--- config.mk ---
export PLATFORM = sky130hd
export DESIGN_NAME = lsu_ctrl
export DESIGN_NICKNAME = d
export VERILOG_FILES = /design/src/rtl/lsu_pkg.sv /design/src/rtl/lsu_ld_align.sv /design/src/rtl/lsu_ctrl.sv
export SDC_FILE = /design/constraint.sdc
export NUM_CORES = 1
export LEC_CHECK = 0
export BUFFER_PORTS_ARGS = -buffer_cell sky130_fd_sc_hd__buf_2
export CAP_MARGIN = 20
export CORE_MARGIN = 2
export CORE_UTILIZATION = 46
export CTS_CLUSTER_DIAMETER = 150
export CTS_CLUSTER_SIZE = 10
export DETAILED_ROUTE_END_ITERATION = 8
export PLACE_DENSITY_LB_ADDON = 0.08
export REMOVE_ABC_BUFFERS = 1
export SYNTH_ARGS = -nofsm -noshare
export SYNTH_HDL_FRONTEND = slang
export SYNTH_SLANG_ARGS = --single-unit
--- constraint.sdc ---
create_clock -name i_clk -period 2 [get_ports i_clk]
set_input_delay 0.2 -clock i_clk [delete_from_list [all_inputs] [get_ports i_clk]]
set_output_delay 0.2 -clock i_clk [all_outputs]
set_load 0.05 [all_outputs]
--- src/rtl/lsu_pkg.sv ---
// lsu_pkg: shared definitions for the load/store unit controller.
//   - lsu_state_e : controller FSM states (IDLE -> REQ -> DONE -> IDLE)
//   - LD_* / ST_* : encodings of i_ld_sel / i_st_sel
//   - LSU_TIMEOUT_DEF : default bus timeout in REQ cycles
//   - st_wdata_f / st_bmask_f : store lane replication and byte enables
package lsu_pkg;

   typedef enum logic [1:0] {
      S_IDLE = 2'd0,
      S_REQ  = 2'd1,
      S_DONE = 2'd2
   } lsu_state_e;

   localparam logic [2:0] LD_LB   = 3'd0;
   localparam logic [2:0] LD_LH   = 3'd1;
   localparam logic [2:0] LD_LW   = 3'd2;
   localparam logic [2:0] LD_LBU  = 3'd3;
   localparam logic [2:0] LD_LHU  = 3'd4;
   localparam logic [2:0] LD_NONE = 3'd5;

   localparam logic [1:0] ST_SB   = 2'd0;
   localparam logic [1:0] ST_SH   = 2'd1;
   localparam logic [1:0] ST_SW   = 2'd2;
   localparam logic [1:0] ST_NONE = 2'd3;

   localparam int unsigned LSU_TIMEOUT_DEF = 255;

   // Sub-word stores replicate the datum into every lane it could land in,
   // so the byte enables alone pick the destination.
   function automatic logic [31:0] st_wdata_f(input logic [1:0] sel, input logic [31:0] d);
      case (sel)
         ST_SB:   st_wdata_f = {4{d[7:0]}};
         ST_SH:   st_wdata_f = {2{d[15:0]}};
         default: st_wdata_f = d;
      endcase
   endfunction

   function automatic logic [3:0] st_bmask_f(input logic [1:0] sel, input logic [1:0] lane);
      case (sel)
         ST_SB:   st_bmask_f = 4'b0001 << lane;
         ST_SH:   st_bmask_f = lane[1] ? 4'b1100 : 4'b0011;
         default: st_bmask_f = 4'b1111;
      endcase
   endfunction

endpackage

--- src/rtl/lsu_ld_align.sv ---
// lsu_ld_align: combinational load lane select and extension.
//   i_word   : word captured from the bus
//   i_lane   : byte offset of the access within the word
//   i_ld_sel : load type (LB/LH/LW/LBU/LHU; others give 0)
//   o_data   : extended load result
module lsu_ld_align
   import lsu_pkg::*;
(
   input  logic [31:0] i_word,
   input  logic [1:0]  i_lane,
   input  logic [2:0]  i_ld_sel,
   output logic [31:0] o_data
);

   logic [31:0] shifted;

   // Halfword accesses are aligned (lane 0 or 2), so one shift by the lane
   // serves both byte and halfword extraction.
   assign shifted = i_word >> {i_lane, 3'b000};

   always_comb begin
      o_data = '0;
      case (i_ld_sel)
         LD_LB:   o_data = {{24{shifted[7]}}, shifted[7:0]};
         LD_LH:   o_data = {{16{shifted[15]}}, shifted[15:0]};
         LD_LW:   o_data = i_word;
         LD_LBU:  o_data = {24'd0, shifted[7:0]};
         LD_LHU:  o_data = {16'd0, shifted[15:0]};
         default: o_data = '0;
      endcase
   end

endmodule

--- src/rtl/lsu_ctrl.sv ---
// lsu_ctrl: single-outstanding load/store controller between the core and a
// req/ack memory bus.
//   Core side : i_lsu_addr, i_st_data, i_ld_sel, i_st_sel, i_mem_wren in;
//               o_ld_data, o_stall, o_misaligned, o_bus_err out.
//   Bus side  : o_bus_req/we/addr/wdata/bmask out; i_bus_ack, i_bus_rdata in.
//   Debug     : o_dbg_state exposes the FSM state.
// Bus handshake: o_bus_req stays high with stable addr/we/wdata/bmask from
// the first REQ cycle until the cycle i_bus_ack is sampled high; an ack in
// any other state is ignored. A request with no ack for TIMEOUT cycles is
// abandoned with a one-cycle o_bus_err (coincident with DONE) and zero data.
module lsu_ctrl
   import lsu_pkg::*;
#(
   parameter int unsigned TIMEOUT = LSU_TIMEOUT_DEF
) (
   input  logic        i_clk,
   input  logic        i_rst_n,
   input  logic [31:0] i_lsu_addr,
   input  logic [31:0] i_st_data,
   input  logic [2:0]  i_ld_sel,
   input  logic [1:0]  i_st_sel,
   input  logic        i_mem_wren,
   output logic [31:0] o_ld_data,
   output logic        o_stall,
   output logic        o_misaligned,
   output logic        o_bus_err,
   output logic        o_bus_req,
   output logic        o_bus_we,
   output logic [31:0] o_bus_addr,
   output logic [31:0] o_bus_wdata,
   output logic [3:0]  o_bus_bmask,
   input  logic        i_bus_ack,
   input  logic [31:0] i_bus_rdata,
   output logic [1:0]  o_dbg_state
);

   localparam int unsigned CW = $clog2(TIMEOUT + 1);
   localparam logic [CW-1:0] CNT_LAST = CW'(TIMEOUT - 1);

   lsu_state_e  state_q, state_d;
   logic [CW-1:0] cnt_q, cnt_d;
   logic [31:0] rdata_q, rdata_d;
   logic        err_q, err_d;
   logic [31:0] addr_q, wdata_q;
   logic [3:0]  bmask_q;
   logic        we_q;
   logic [2:0]  ld_sel_q;
   logic [1:0]  lane_q;

   logic        is_store, is_load, mis, latch_en;
   logic [31:0] align_data;

   assign is_store = i_mem_wren && (i_st_sel != ST_NONE);
   assign is_load  = !is_store && (i_ld_sel <= LD_LHU);

   always_comb begin
      mis = 1'b0;
      if (is_store)
         mis = ((i_st_sel == ST_SW) && (i_lsu_addr[1:0] != 2'b00)) ||
               ((i_st_sel == ST_SH) && i_lsu_addr[0]);
      else if (is_load)
         mis = ((i_ld_sel == LD_LW) && (i_lsu_addr[1:0] != 2'b00)) ||
               (((i_ld_sel == LD_LH) || (i_ld_sel == LD_LHU)) && i_lsu_addr[0]);
   end

   always_comb begin
      state_d      = state_q;
      cnt_d        = cnt_q;
      rdata_d      = rdata_q;
      err_d        = 1'b0;
      latch_en     = 1'b0;
      o_stall      = 1'b0;
      o_misaligned = 1'b0;
      case (state_q)
         S_IDLE: begin
            if (is_store || is_load) begin
               if (mis) begin
                  o_misaligned = 1'b1;
               end else begin
                  o_stall  = 1'b1;
                  latch_en = 1'b1;
                  cnt_d    = '0;
                  state_d  = S_REQ;
               end
            end
         end
         S_REQ: begin
            o_stall = 1'b1;
            if (i_bus_ack) begin
               rdata_d = i_bus_rdata;
               state_d = S_DONE;
            end else if (cnt_q == CNT_LAST) begin
               err_d   = 1'b1;
               rdata_d = '0;
               state_d = S_DONE;
            end else begin
               cnt_d = cnt_q + 1'b1;
            end
         end
         S_DONE: begin
            // Always retire; the core has advanced by the next cycle.
            state_d = S_IDLE;
         end
         default: state_d = S_IDLE;
      endcase
   end

   always_ff @(posedge i_clk) begin
      if (!i_rst_n) begin
         state_q  <= S_IDLE;
         cnt_q    <= '0;
         rdata_q  <= '0;
         err_q    <= 1'b0;
         addr_q   <= '0;
         wdata_q  <= '0;
         bmask_q  <= '0;
         we_q     <= 1'b0;
         ld_sel_q <= '0;
         lane_q   <= '0;
      end else begin
         state_q <= state_d;
         cnt_q   <= cnt_d;
         rdata_q <= rdata_d;
         err_q   <= err_d;
         if (latch_en) begin
            addr_q   <= {i_lsu_addr[31:2], 2'b00};
            wdata_q  <= is_store ? st_wdata_f(i_st_sel, i_st_data) : 32'd0;
            bmask_q  <= is_store ? st_bmask_f(i_st_sel, i_lsu_addr[1:0]) : 4'b1111;
            we_q     <= is_store;
            ld_sel_q <= i_ld_sel;
            lane_q   <= i_lsu_addr[1:0];
         end
      end
   end

   lsu_ld_align u_ld_align (
      .i_word   (rdata_q),
      .i_lane   (lane_q),
      .i_ld_sel (ld_sel_q),
      .o_data   (align_data)
   );

   assign o_bus_req   = (state_q == S_REQ);
   assign o_bus_we    = o_bus_req ? we_q    : 1'b0;
   assign o_bus_addr  = o_bus_req ? addr_q  : 32'd0;
   assign o_bus_wdata = o_bus_req ? wdata_q : 32'd0;
   assign o_bus_bmask = o_bus_req ? bmask_q : 4'd0;
   assign o_bus_err   = err_q;
   assign o_ld_data   = ((state_q == S_DONE) && !we_q) ? align_data : 32'd0;
   assign o_dbg_state = state_q;

endmodule

==> results of run 1 <==
## registers in the layout, indices dropped and copies added (netlist names)
signal	flops
o_bus_err	1
o_dbg_state	2
rdata_q	32
wdata_q	32
addr_q	30
we_q	1
lane_q	2
bmask_q	4
ld_sel_q	3
cnt_q	8
## per-stage QoR
stage / hold WS (ns) / area [µm²]
after floorplan: 0.277 / 5810
after global placement: 0.434 / 7430
after detailed placement: 0.443 / 7430
after CTS: 0.0165 / 8330
after global routing: 0.0182 / 8820
final: 0.0252 / 8820
## logic make-up (layout without fill, tap and decap cells)
group,Yosys count,count (layout)
mux,58,58
simple gates,298,299
compound gates,195,195
other cells,1,4
xor+xnor,9,9
buf+inv,80,289
flops,115,115
fa+ha+maj,2,2
## cell usage in the layout (no fill, tap or decap), types with 4 or more instances in the layout
| master | instances |
|---|---|
| a211oi_1 | 14 |
| a211oi_2 | 6 |
| a21boi_0 | 5 |
| a21oi_1 | 32 |
| a21oi_2 | 20 |
| a21oi_4 | 6 |
| a221oi_2 | 4 |
| a22oi_1 | 36 |
| a22oi_2 | 4 |
| a311oi_1 | 9 |
| and2_1 | 70 |
| buf_12 | 10 |
| buf_2 | 108 |
| buf_4 | 61 |
| buf_6 | 31 |
| clkbuf_16 | 18 |
| clkbuf_4 | 33 |
| clkbuf_8 | 4 |
| clkinv_2 | 5 |
| dfxtp_1 | 111 |
| inv_1 | 5 |
| mux2i_1 | 51 |
| mux2i_2 | 5 |
| nand2_1 | 113 |
| nand3_1 | 14 |
| nand4_1 | 5 |
| nor2_1 | 54 |
| nor2_2 | 5 |
| nor2b_1 | 9 |
| nor3_1 | 6 |
| o21ai_0 | 27 |
| o32ai_1 | 8 |
| xor2_1 | 7 |
## timing repair
action / CTS / global route
hold buffers: 0 / 0
setup buffers: 1 / 4
pin swaps: 4 / 9
cloned: 1 / 1
gates resized for setup: 90 / 139
endpoints found under the setup margin: 66 / 101
endpoints found under the hold margin: 0 / 0
## per-layer routing
layer  share of wire (%)  global-route usage (%)
met2                  49                    41.7
met4                 2.4                    11.9
met1                  41                    30.5
met5                   0                       0
met3                 7.4                    6.27
## cell type report
class	count	share of cell area, %
flip-flops and latches	115	26.2
clock buffers	23	5.53
clock inverters	9	1.43
well taps	176	2.50
diodes	2	0.0567
multi-input cells	565	42.7
repair buffers	247	21.1
inverters	10	0.468
## where the power goes
| part | internal [mW] | leakage [nW] | switching [mW] |
|---|---|---|---|
| clock | 2.08 | 0.303 | 1.04 |
| sequential | 2.46 | 0.941 | 0.111 |
| combinational | 0.618 | 2.43 | 0.961 |
## path summary, 6_finish.rpt
kind,start,end,cells after the start
max,lane_q[1],o_ld_data[31],6
min,i_bus_rdata[19],rdata_q[19],3
max reg2reg,cnt_q[0],cnt_q[4],8
min reg2reg,addr_q[8],addr_q[8],2
## critical path: cells and delay by family, from the launching register on
family                 cells  cell delay [ns]
AOI/OAI and AO/OA          1             0.16
and+or+nand+nor            2             0.72
muxes                      2             0.31
buffers and inverters      1             0.17
DFF                        1             0.36
==> summary.txt, run 1 <==
Vias: 6,327
Post-Route WL: 18.8 mm
Tot GR Track Use: 25.1%
Setup Skew: 0.00670 ns
Cell with the most instances after synthesis: dfxtp_1
Minimum clock period: 2.33 ns
CTS Root Cell: clkbuf_16
Max clock buf depth: 2
CP arrival: 2.13 ns
FF/Latch Area: 2310 µm²
Syn Inst Count: 758
Crit-path slowest cell: or4_4
Core area: 13,100 µm²
Antenna Nets Post-Route: 0
Vias/cell: 5.52
CTS buffer count: 17
Post-synth ARST share: 0%
Placement Setup Slack: 0.00249 ns
Final period util: 116%
Area delta synth->final: 43.9%
Final worst slack: -0.326 ns
Leak pwr: 3.68 nW
Starting density of the core: 46.6%
Yosys top cell by area: dfxtp_1
Largest family of logic cells by synthesized area: simple AND/OR/NAND/NOR gates
Max Cap Viol: 0
WL per Instance: 16.4 µm
Fillers: 1,094
Grt ovf: 0
Critical-path cell list: mux2_4 -> mux2i_2 -> or4_4 -> and2_4 -> a21oi_2 -> buf_6
Syn avg cell area: 8.08 µm²
Nets: 1,063
Critical Path Start Type: flip-flop
Commonest cells post-synth: dfxtp_1, nand2_1, and2_1
Hold Crit Class: primary input to flip-flop
Detailed Place HPWL: 12.1 mm
Port Buffers: 209
Worst Setup Path Type: flip-flop to output port
Distinct cells, synth: 56
Max frequency: 0.430 GHz
Setup TNS: -7.91 ns
Number of synthesized register bits: 115
Crit-path max cell delay: 0.47 ns
WP data required: 1.80 ns
Adder-cell share of the synthesized area: 0.408%
Worst ir drop on vdd: 608 µV
Number of synthesized flops with an enable pin: 0
Sequential element share of the synthesized area: 37.6%
Initial antenna violation count: 2
First-pass GRT wire length: 28.7 mm
Synth area leaders: dfxtp_1, mux2i_1, and2_1, nand2_1, a22oi_1
Final Hold Vio Count: 0
Pre-antenna DRT Iters: 6
Final core utilization: 67.1%
Clock transition time at the flip-flop clock pins of the worst setup and hold paths: 0.05 ns
Vias in the first global route: 6,011
Die area: 14,300 µm²
Slew Limit Fails: 0
Placed Cells: 1,107
RSZ-0062 raised after global routing: yes
Worst-Skew Late Latency: 0.41 ns
Synth top area share: 37.6%
Post-Synth Simple-Gate Area: 23.4%
H-tree levels: 4
Yosys warns: 0
Count of non-filler cells in the finished layout: 1,147
Tot Pwr: 7.27 mW
FF-to-FF setup slack: 0.16 ns
TritonCTS clock tree: done
Routability cong.: 0.825
Chip Width: 119 µm
Failing checks: negative setup slack
Synth Area in Compound Gates: 21.8%
Area of the multi-input gates: 3760 µm²
Crit-path max FO: 8
TritonCTS Sinks: 115
Post-synthesis mux area share: 9.58%
1st-iter DRT viols: 594
Post-Syn Area: 6130 µm²
Synth Flop Type: dfxtp_1
Rows: 42
Largest net degree at the start of global routing: 91
Io pins: 212
Die H: 119 µm
Share of layout cells above drive strength 1: 36.7%
Outcome: finished with violations
DRC viols: 0
Crit. End Element: output port
Setup-failing EPs final: 32
Pwr per Cell Area: 824 nW/µm²
Post-Synth XOR/XNOR Area: 1.29%
Note: power is estimated with default switching activity, not from simulation.
==> inputs of run 2 (changes only) <==
--- a/config.mk
+++ b/config.mk
@@ -12,7 +12,7 @@
 export CTS_CLUSTER_DIAMETER = 150
 export CTS_CLUSTER_SIZE = 10
 export DETAILED_ROUTE_END_ITERATION = 8
-export PLACE_DENSITY_LB_ADDON = 0.08
+export PLACE_DENSITY = 0.78
 export REMOVE_ABC_BUFFERS = 1
 export SYNTH_ARGS = -nofsm -noshare
 export SYNTH_HDL_FRONTEND = slang
==> summary.txt, run 2 (synthesis gave the netlist of run 1 again) <==
CTS Root Cell: clkbuf_16
Leak pwr: 3.75 nW (+1.9%)
Max frequency: 0.428 GHz (-0.40%)
Pwr per Cell Area: 813 nW/µm² (-1.3%)
CTS buffer count: 17 (unchanged)
Starting density of the core: 46.6% (unchanged)
Fillers: 1,061 (-3.0%)
Critical Path Start Type: flip-flop
Routability cong.: 0.864 (+4.7%)
TritonCTS clock tree: done
1st-iter DRT viols: 472 (-21%)
Area of the multi-input gates: 3800 µm² (+1.1%)
H-tree levels: 4 (unchanged)
Chip Width: 119 µm (unchanged)
Tot GR Track Use: 26.5% (+1.4 points)
Failing checks: negative setup slack
Minimum clock period: 2.34 ns (+0.00925 ns)
CP arrival: 2.14 ns (about the same)
Final period util: 117% (+0.46 points)
CTS Hold Buffers Added: 0 (unchanged)
Outcome: finished with violations
Minimum hold slack: 0.0135 ns (-0.0117 ns)
FF-to-FF setup slack: 0.28 ns (+0.12 ns)
Max Cap Viol: 0 (unchanged)
Most frequent cells in the layout: buf_2, nand2_1, dfxtp_1
Placement Setup Slack: 0.00780 ns (+0.00531 ns)
Core area: 13,100 µm² (unchanged)
Hold Crit Class: primary input to flip-flop
Initial antenna violation count: 1 (-1)
Worst ir drop on vdd: 589 µV (-3.2%)
Crit-path max FO: 7 (-1)
Slew Limit Fails: 0 (unchanged)
Top delay family on crit path: simple AND/OR/NAND/NOR gates
Pre-antenna DRT Iters: 5 (-1)
Critical-path cell list: mux2_4 -> mux2i_2 -> or4_4 -> buf_4 -> a21oi_1 -> buf_4
Port Buffers: 209 (unchanged)
Share of layout cells above drive strength 1: 38.2% (+1.5 points)
Slew @ Worst Pin: 0.679 ns
Final worst slack: -0.336 ns (-0.00925 ns)
Fin area: 8830 µm² (+0.13%)
Vias/cell: 5.57 (+1.0%)
RSZ-0062 raised after global routing: yes
Final core utilization: 67.2% (+0.086 points)
Area delta synth->final: 44.1%
Crit-path max cell delay: 0.45 ns (-0.02 ns)
Setup Skew: 0.00964 ns (+0.00293 ns)
Detailed Place HPWL: 12.7 mm (+4.5%)
DRC viols: 0 (unchanged)
Worst Setup Path Type: flip-flop to output port
WP data required: 1.80 ns (about the same)
TritonCTS Sinks: 115 (unchanged)
Dpl cell area: 7490 µm² (+0.77%)
Crit-path slowest cell: or4_4
Grt ovf: 0 (unchanged)
Rows: 42 (unchanged)
Setup-failing EPs final: 32 (unchanged)
First-pass GRT wire length: 30.2 mm (+5.1%)
Worst-Skew Late Latency: 0.42 ns (about the same)
Nets: 1,078 (+1.4%)
Antenna Nets Post-Route: 0 (unchanged)
WL per Instance: 17.2 µm (+5.1%)
Crit path top cell by count: buf_4
Vias in the first global route: 6,093 (+1.4%)
Worst path bufs/invs: 2 (+1)
Slew margin rel.: 54.7%
FF/Latch Area: 2310 µm² (+0.11%)
Largest registers: rdata_q (32), wdata_q (32), addr_q (30)
Largest net degree at the start of global routing: 73 (-20%)
Die area: 14,300 µm² (unchanged)
Crit. End Element: output port
Vias: 6,469 (+2.2%)
Max clock buf depth: 2 (unchanged)
Final Hold Vio Count: 0 (unchanged)
Io pins: 212 (unchanged)
Commonest non-fill, non-tap cell in the layout: buf_2
Clock transition time at the flip-flop clock pins of the worst setup and hold paths: 0.06 ns (about the same)
Post-Route WL: 20.0 mm (+6.4%)
Die H: 119 µm (unchanged)
==> run 2: cell count changes in the layout (fill, tap and decap cells not counted), sizes merged <==
| cell | change |
|---|---|
| buf | +30 |
| clkbuf | -20 |
| clkinvlp | +3 |
| inv | +3 |
| bufinv | -2 |
| bufbuf | +1 |
| diode | -1 |
==> run 2: report_power, final <==
group          switching (mW)  total (mW)  internal [mW]
combinational           0.989        1.65          0.662
clock                    1.16        2.95           1.79
sequential              0.120        2.58           2.46
total                    2.27        7.18           4.91
==> run 2: worst reg2reg max path, stage by stage (launching register included) <==
cell,delay [ns]
dfxtp_2,0.36
nand2b_4,0.19
inv_4,0.11
buf_4,0.23
and2_1,0.15
buf_4,0.33
a22oi_1,0.16
nor2_1,0.13
==> run 2: area by class of cell <==
class                      count  share of cell area (%)
clock inverter                13                    1.43
multi-input combinational    565                    43.1
timing repair buffer         262                    21.2
tap                          176                    2.49
sequential                   115                    26.2
antenna                        1                  0.0283
inverter                      10                   0.496
clock buffer                  19                    5.13
==> run 2: final timing paths <==
kind	cells past startpoint	to	from
hold reg to reg	2	wdata_q[6]	wdata_q[6]
setup / recovery	6	o_ld_data[9]	lane_q[1]
hold / removal	3	addr_q[18]	i_lsu_addr[18]
setup reg to reg	7	rdata_q[2]	o_dbg_state[1]
==> run 2: per-layer routing <==
layer	share of wire (%)	wire length, µm	track usage (%)
met5	0.080	16	0
met4	3.2	635	12.8
met3	8.7	1750	8.76
met2	49	9880	45.1
met1	39	7730	30.0
==> run 2: metrics by stage <==
stage | total power, mW | std cells | TNS (ns)
6_report | 7.18 | 1161 | -8.37
2_1_floorplan | 3.44 | 689 | -144.29
3_5_place_dp | 4.02 | 1116 | 0
4_1_cts | 7.06 | 1153 | -7.76
5_1_grt | 7.46 | 1160 | -10.0
3_3_place_gp | 4.00 | 1116 | 0
==> run 2: what timing repair did <==
item / 4_1_cts / 5_1_grt
buffers inserted: 3 / 7
pin swaps: 11 / 19
gates cloned: 3 / 0
gates resized for setup: 89 / 96
setup endpoints to repair: 100 / 57
